### config.mk
export PLATFORM = sky130hd
export DESIGN_NAME = pe_tbi_rx_sync
export DESIGN_NICKNAME = d
export VERILOG_FILES = /design/src/rtl/pe_tbi_rx_sync.sv
export SDC_FILE = /design/constraint.sdc
export NUM_CORES = 1
export LEC_CHECK = 0
export CAP_MARGIN = 20
export CORE_MARGIN = 8
export CORE_UTILIZATION = 40
export DETAILED_ROUTE_END_ITERATION = 12
export PLACE_DENSITY = 0.64
export SLEW_MARGIN = 10
export SYNTH_ARGS = -nofsm -noshare
export SYNTH_HDL_FRONTEND = slang
export SYNTH_SLANG_ARGS = --single-unit
### constraint.sdc
create_clock -name tbi_rx_clk -period 9.35 [get_ports tbi_rx_clk]
set_input_delay 1.87 -clock tbi_rx_clk [delete_from_list [all_inputs] [get_ports tbi_rx_clk]]
set_output_delay 1.87 -clock tbi_rx_clk [all_outputs]
set_load 0.02 [all_outputs]
### src/rtl/pe_tbi_rx_sync.sv
// pe_tbi_rx_sync: TBI receive comma aligner and 1000BASE-X sync FSM.
// Locks onto comma boundaries, tracks even/odd parity, drives sync_status.
module pe_tbi_rx_sync #(
  parameter bit ALIGN_EN = 1'b1
) (
  input  logic       tbi_rx_clk,
  input  logic       tbi_rx_rst,
  input  logic [9:0] rx_tbi,
  input  logic       code_err,
  output logic [9:0] rx_code_o,
  output logic       rx_comma,
  output logic       rx_even,
  output logic       sync_status,
  output logic [3:0] align_ofs,
  output logic       realign
);

  localparam logic [2:0] ST_LOS  = 3'd0;
  localparam logic [2:0] ST_CD1  = 3'd1;
  localparam logic [2:0] ST_CD2  = 3'd2;
  localparam logic [2:0] ST_CD3  = 3'd3;
  localparam logic [2:0] ST_AS1  = 3'd4;
  localparam logic [2:0] ST_AS2  = 3'd5;
  localparam logic [2:0] ST_SYNC = 3'd6;

  logic [9:0]  prev_q;
  logic [9:0]  code_q;
  logic        comma_q;
  logic        even_q;
  logic [3:0]  ofs_q;
  logic        realign_q;
  logic [2:0]  state_q, state_d;
  logic [1:0]  bad_q, bad_d;
  logic [1:0]  good_q, good_d;

  logic [19:0] hist;
  logic        hit;
  logic [3:0]  hit_ofs;
  logic        use_new;
  logic [3:0]  ofs_d;
  logic [9:0]  word_d;
  logic        cgbad;

  // bits a..g (code[0]..code[6]) = 0011111 or 1100000
  function automatic logic is_comma(input logic [9:0] c);
    return (c[6:0] == 7'b1111100) || (c[6:0] == 7'b0000011);
  endfunction

  // Offset k: word starts k bits before the current word boundary,
  // so k=0 is rx_tbi itself and k>0 borrows the tail of prev.
  function automatic logic [9:0] pick(input logic [19:0] h,
                                      input logic [3:0]  k);
    logic [19:0] s;
    s = h >> (5'd10 - {1'b0, k});
    return s[9:0];
  endfunction

  assign hist = {rx_tbi, prev_q};

  // Lowest comma offset in the window (scan high to low, last hit wins)
  always_comb begin
    hit     = 1'b0;
    hit_ofs = 4'd0;
    for (int k = 9; k >= 0; k--) begin
      if (is_comma(pick(hist, 4'(k)))) begin
        hit     = 1'b1;
        hit_ofs = 4'(k);
      end
    end
  end

  assign use_new = ALIGN_EN && (state_q == ST_LOS) && hit;
  assign ofs_d   = use_new ? hit_ofs : ofs_q;
  assign word_d  = pick(hist, ofs_d);

  assign rx_even     = even_q | ((state_q == ST_LOS) & comma_q);
  assign sync_status = (state_q == ST_SYNC);
  assign cgbad       = code_err | (comma_q & ~rx_even);

  assign rx_code_o = code_q;
  assign rx_comma  = comma_q;
  assign align_ofs = ofs_q;
  assign realign   = realign_q;

  // Alignment datapath: capture history, aligned word, offset, parity
  always_ff @(posedge tbi_rx_clk or posedge tbi_rx_rst) begin
    if (tbi_rx_rst) begin
      prev_q    <= '0;
      code_q    <= '0;
      comma_q   <= 1'b0;
      even_q    <= 1'b0;
      ofs_q     <= '0;
      realign_q <= 1'b0;
    end else begin
      prev_q    <= rx_tbi;
      code_q    <= word_d;
      comma_q   <= is_comma(word_d);
      even_q    <= ~rx_even;
      ofs_q     <= ofs_d;
      realign_q <= use_new && (hit_ofs != ofs_q);
    end
  end

  // Next state and good/bad counters; cgbad beats comma progress
  always_comb begin
    state_d = state_q;
    bad_d   = '0;
    good_d  = '0;
    unique case (state_q)
      ST_LOS: if (comma_q) state_d = ST_CD1;
      ST_CD1: state_d = (!cgbad && !comma_q) ? ST_AS1 : ST_LOS;
      ST_CD2: state_d = (!cgbad && !comma_q) ? ST_AS2 : ST_LOS;
      ST_CD3: state_d = (!cgbad && !comma_q) ? ST_SYNC : ST_LOS;
      ST_AS1: begin
        if (cgbad) state_d = ST_LOS;
        else if (comma_q && rx_even) state_d = ST_CD2;
      end
      ST_AS2: begin
        if (cgbad) state_d = ST_LOS;
        else if (comma_q && rx_even) state_d = ST_CD3;
      end
      ST_SYNC: begin
        bad_d  = bad_q;
        good_d = good_q;
        if (cgbad) begin
          good_d = '0;
          if (bad_q == 2'd3) begin
            state_d = ST_LOS;
            bad_d   = '0;
          end else begin
            bad_d = bad_q + 2'd1;
          end
        end else if (bad_q != 2'd0) begin
          if (good_q == 2'd3) begin
            bad_d  = bad_q - 2'd1;
            good_d = '0;
          end else begin
            good_d = good_q + 2'd1;
          end
        end
      end
      default: state_d = ST_LOS;
    endcase
  end

  // FSM state and counter registers
  always_ff @(posedge tbi_rx_clk or posedge tbi_rx_rst) begin
    if (tbi_rx_rst) begin
      state_q <= ST_LOS;
      bad_q   <= '0;
      good_q  <= '0;
    end else begin
      state_q <= state_d;
      bad_q   <= bad_d;
      good_q  <= good_d;
    end
  end

endmodule

==> results of run 1 <==
kinds of logic (layout without fill, tap and decap cells):
family	Yosys count	in the layout	synth area share [%]
flops	34	34	28.7
buf+inv	35	56	6.46
compound gates	98	98	26.4
xor+xnor	3	3	0.887
mux	15	15	6.84
fa+ha+maj	4	4	1.69
simple gates	153	153	29.1
sequential cells by signal, indices dropped and copies added, names as in the netlist:
name,count
bad_q,2
state_q,3
rx_code_o,10
even_q,1
align_ofs,4
realign,1
prev_q,10
good_q,2
rx_comma,1
layout make-up:
type | instances | area (µm²)
sequential | 34 | 851
clock inverter | 3 | 68.8
fill | 724 | 3810
multi-input combinational | 273 | 1920
timing repair buffer | 32 | 313
inverter | 16 | 62.6
tap | 99 | 124
clock buffer | 5 | 68.8
metal layers:
layer / track usage [%] / wire (µm) / part of all wire, %
met1: 21.3 / 3600 / 43
met4: 6.32 / 153 / 1.8
met2: 27.2 / 3970 / 48
met3: 2.66 / 610 / 7.3
met5: 0 / 0 / 0
worst reg2reg max path: cells and delay by family, from the launching register on:
kind	cells	cell delay, ps
compound gates	7	1670
flops	1	580
simple gates	7	1720
fa+ha+maj	1	310
buf+inv	1	220
mux	2	780
power by group through the flow:
stage / sequential (mW) / combinational, mW / clock (mW)
2_1_floorplan: 0.265 / 0.626 / 0
4_1_cts: 0.233 / 0.879 / 0.173
3_5_place_dp: 0.236 / 0.871 / 0
3_3_place_gp: 0.236 / 0.870 / 0
6_report: 0.234 / 0.894 / 0.170
5_1_grt: 0.241 / 0.961 / 0.180
path summary, 6_finish.rpt:
path,from,to,slack [ps],cells past startpoint
min reg2reg,even_q,even_q,440,1
min in group asynchronous,tbi_rx_rst,bad_q[1],1980,3
min,even_q,even_q,440,1
max in group asynchronous,tbi_rx_rst,prev_q[1],7060,3
max reg2reg,prev_q[8],rx_comma,3950,18
max,rx_tbi[0],rx_comma,2170,19
synth_stat cells, types with 4 or more instances:
master	n	area share, %
inv_1	15	1.9
mux2_2	4	1.5
ha_1	4	1.7
nand2_1	18	2.3
dfrtp_1	34	29
a21oi_1	10	1.7
buf_2	4	0.68
o21ai_0	17	2.9
o32ai_1	4	1.2
nand2b_1	6	1.3
a22oi_1	5	1.3
a22o_1	4	1.2
a211oi_1	5	1.3
mux2i_1	6	2.0
and3_1	5	1.1
o22ai_1	6	1.3
nand4_1	16	3.4
buf_6	5	1.9
nand3_1	26	4.4
clkbuf_1	5	0.63
and2_1	9	1.9
nor2_1	26	3.3
o21ai_1	7	1.2
nor3_1	18	3.0
buf_4	4	1.0
metrics by stage:
stage / util, % / hold slack [ps] / worst slack (ps)
3_3_place_gp: 45.3 / 443 / 1950
5_1_grt: 47.2 / 468 / 1910
4_1_cts: 47.2 / 448 / 2230
6_report: 47.2 / 444 / 2170
2_1_floorplan: - / 409 / 3230
3_5_place_dp: 45.3 / 437 / 1980
==> run metrics, run 1 <==
outcome=finished clean; worst path cell trace=clkdlybuf4s50_1 > or4_1 > o32ai_1 > o22a_2 > nor3_1 > a21o_4 > a21oi_4 > inv_4 > ha_1 > nand3_1 > o41ai_1 > a21oi_2 > nand2_1 > a21boi_0 > mux4_2 > o22ai_2 > nor2b_1 > nor4b_1 > mux2_4; Synth Register Bits=34; CP required=9590 ps; asr flop ratio synth=100%; RSZ-0062 raised after global routing=no; area post-placement=3270 µm²; Crit. End Element=flop; synth warn=0; fin cells=about 460; Residual DRC=0; Worst path max stage delay=around 650 ps; max-slew violations=0; Chip Width=102 µm; Starting Density=41.1%; Clk Latency, worst-skew pair=290 ps; Post-synth EDFFs=0; final hold vios=0; Critical Path Fanout Max=19; type of origin of the critical path=input pin; Clock Path Buffers=2; Mean Syn Cell Area=8.66 µm²; per-cell routed wire length=18.1 µm; first-pass GRT wire length=14000 µm; total negative setup slack=0 ps; Post-Syn Instances=342; total power=~1.3 mW; HPWL after detailed placement=6140 µm; Arr. time, crit path=7420 ps; cts hold-fix bufs=0; All-Layer GR Usage=16.6%; CTS tree=yes; CTS buffer count=5; Max Cap Viol=0; most common flop cell mapped by yosys=dfrtp_1; Pint=0.661 mW; Hold Path Class=flop to flop; clock-pin transition on the worst setup and hold timing paths=approximately 80 ps; commonest non-fill, non-tap cell in the layout=dfrtp_1; layout net count=between 300 and 400; GRT overflow=0; H-tree depth=2; post-synth cell types=80; Port Buf Inserts=30; critical path's slowest cell=clkdlybuf4s50_1; CORE AREA=7210 µm²; Worst VDD drop=182 µV; Sw Ratio=about half; final setup violation count=0; sequential share of power=~18%; share of the cycle needed by the critical path after routing=76.8%; post-synthesis sequential area ratio=approximately 29%; area growth from synthesis to layout=15.0%; initial drt markers=about 320; Pwr Density=381 nW/µm²; final WL=8340 µm; die area=10400 µm²; clk sinks=34; initial antenna violation count=0; share of cells above drive strength 1=between 10% and 20%; CP bufs+invs=2; Rows=31; part of the power in combinational logic=68.9%; Net Switching=approximately 0.64 mW; RePlAce Congestion=0.911; Chip Height=102 µm; drt via density=6.35; via count of the first global-routing pass=between 2000 and 3000; Post-Synthesis Cell Area=2960 µm²; Synthesized Nets=359; n_diodes=0; Worst slew margin=53.1%; Post-Place Cells=approximately 450; clock network fraction of total power=13.1%; Final Instance Area=3410 µm²; kind of critical path=input pin to flop; crit path time final=about 7000 ps; total number of vias=2932; Post-DRT Antenna Nets=0; Leak Pwr=1.36 nW; DR pass1 iterations=5; family with the most delay on the worst path=compound AO/OA/AOI/OAI gates; clk root buf=clkbuf_8; Fin Clk Skew=3.77 ps; most frequent cells in the layout=dfrtp_1, clkdlybuf4s50_1, nor2_1, nand3_1; I/O Pins=31; largest net degree at the start of global routing=35; fmax=~140 MHz; # Post-CTS Setup Buffers=0; Post-CTS Resized=0; worst slew pin tran=between 700 and 800 ps
Note: power is estimated with default switching activity, not from simulation.
==> inputs of run 2 (changes only) <==
Clock period 9.35 ns to 7.2 ns, I/O delays scaled along.
==> run 2 against run 1 <==
Effect of this change: non-clock buffer count rose by 1; setup slack got worse by 1600 ps; global-route usage down 0.61 points; critical path type unchanged; largest cell class unchanged.
==> run metrics, run 2 (synthesis results as in run 1) <==
outcome=finished clean; CORE AREA=7210 µm² (unchanged); Hold Path Class=flop to flop; clk sinks=34 (unchanged); Chip Width=102 µm (unchanged); largest net degree at the start of global routing=35 (unchanged); share of cells above drive strength 1=14.0% (+0.24 points); kind of critical path=input pin to flop; multi-input logic area=1920 µm² (unchanged); final worst slack=586 ps (-1590 ps); Residual DRC=0 (unchanged); Port Buf Inserts=30 (unchanged); Min-Delay Path Depth=1 (unchanged); Clk Latency, worst-skew pair=300 ps (about the same); dpl ws=397 ps (-1590 ps); H-tree depth=2 (unchanged); RSZ-0062 raised after global routing=no; RePlAce Congestion=0.923 (+1.3%); max-slew violations=0 (unchanged); CTS tree=yes; via count of the first global-routing pass=2669 (-3.5%); cts hold-fix bufs=0 (unchanged); register area=851 µm² (unchanged); total number of vias=2885 (-1.6%); DR pass1 iterations=5 (unchanged); Clock Path Buffers=2 (unchanged); worst slew pin tran=664 ps (-38.1 ps); initial antenna violation count=0 (unchanged); Post-CTS Resized=0 (unchanged); Starting Density=41.1% (unchanged); commonest non-fill, non-tap cell in the layout=dfrtp_1; Fillers=709 (-2.1%); fmax=151 MHz; Fin Clk Skew=10.6 ps (+6.81 ps); # Post-CTS Setup Buffers=0 (unchanged); HPWL after detailed placement=6050 µm (-1.5%); GRT overflow=0 (unchanged); total negative setup slack=0 ps (unchanged); first-pass GRT wire length=13500 µm (-3.7%); share of the cycle needed by the critical path after routing=91.9%; clk root buf=clkbuf_8; Post-DRT Antenna Nets=0 (unchanged); Leak Pwr=1.37 nW (+0.39%); final setup violation count=0 (unchanged); final WL=8200 µm (-1.7%); Pwr Density=489 nW/µm² (+28%); die area=10400 µm² (unchanged); Reg2Reg Depth=18 (unchanged); All-Layer GR Usage=16.0% (-0.61 points); Critical Path Fanout Max=19 (unchanged); type of origin of the critical path=input pin; crit path time final=6610 ps; Worst VDD drop=314 µV (+72%); Max Cap Viol=0 (unchanged); Reg2Reg Setup Slack=2010 ps (-1940 ps); Worst slew margin=55.6% (+2.5 points); Arr. time, crit path=6850 ps (-570 ps); I/O Pins=31 (unchanged); most frequent cells in the layout=dfrtp_1, clkdlybuf4s50_1, nor2_1, nand3_1; Rows=31 (unchanged); Chip Height=102 µm (unchanged); layout net count=380 (+0.26%); CTS buffer count=5 (unchanged); Crit. End Element=flop; final core occ=47.4% (+0.14 points); drt via density=6.23 (-1.8%); per-cell routed wire length=17.7 µm (-1.9%); final hold vios=0 (unchanged); area growth from synthesis to layout=15.4%; n_diodes=0 (unchanged); CP required=7440 ps (-2150 ps); clock-pin transition on the worst setup and hold timing paths=80 ps (about the same); initial drt markers=253 (-21%)
==> run 2: cell type report <==
type                       instances  share of cell area, %
clock inverter                     3                   2.01
inverter                          16                   1.83
timing repair buffer              33                   9.44
clock buffer                       5                   2.01
sequential                        34                   24.9
multi-input combinational        273                   56.2
tap                               99                   3.62
==> run 2: per-stage QoR <==
stage | power, mW | hold slack (ps) | std cells | instance area (µm²)
2_1_floorplan | 1.16 | 409 | 342 | 2960
3_3_place_gp | 1.43 | 440 | 455 | 3280
3_5_place_dp | 1.44 | 440 | 455 | 3280
4_1_cts | 1.66 | 450 | 463 | 3420
5_1_grt | 1.80 | 464 | 463 | 3420
6_report | 1.67 | 445 | 463 | 3420
==> run 2: worst max-delay path, stage by stage <==
cell and delay (ps):
clkdlybuf4s50_1 660, or4_1 620, o32ai_1 240, o22a_2 270
nor3_1 90, a21o_4 260, a21oi_4 320, inv_4 170
ha_1 300, nand3_1 100, o41ai_1 110, a21oi_2 450
nand2_1 370, a21boi_0 430, mux4_2 310, o22ai_2 90
nor2b_1 120, nor4b_1 270, mux2_4 200
==> run 2: layer usage <==
layer  vias to the layer above  GRT usage (%)  share of wire [%]
met5                         -              0                  0
met4                         0           5.19                1.5
met3                        15           3.20                6.5
met2                       129           25.6                 47
met1                      1384           20.9                 45
li1                       1357              -                  -
==> run 2: where the power goes <==
group	switching, mW	total, mW	internal (mW)
sequential	0.0500	0.303	0.253
combinational	0.679	1.15	0.470
clock	0.0799	0.219	0.139
total	0.809	1.67	0.862
==> run 2: path summary, 6_finish.rpt <==
path | to | from
max | rx_comma | rx_tbi[1]
min | even_q | even_q
max reg2reg | rx_comma | prev_q[7]
min reg2reg | even_q | even_q
max in group asynchronous | prev_q[9] | tbi_rx_rst
min in group asynchronous | align_ofs[0] | tbi_rx_rst
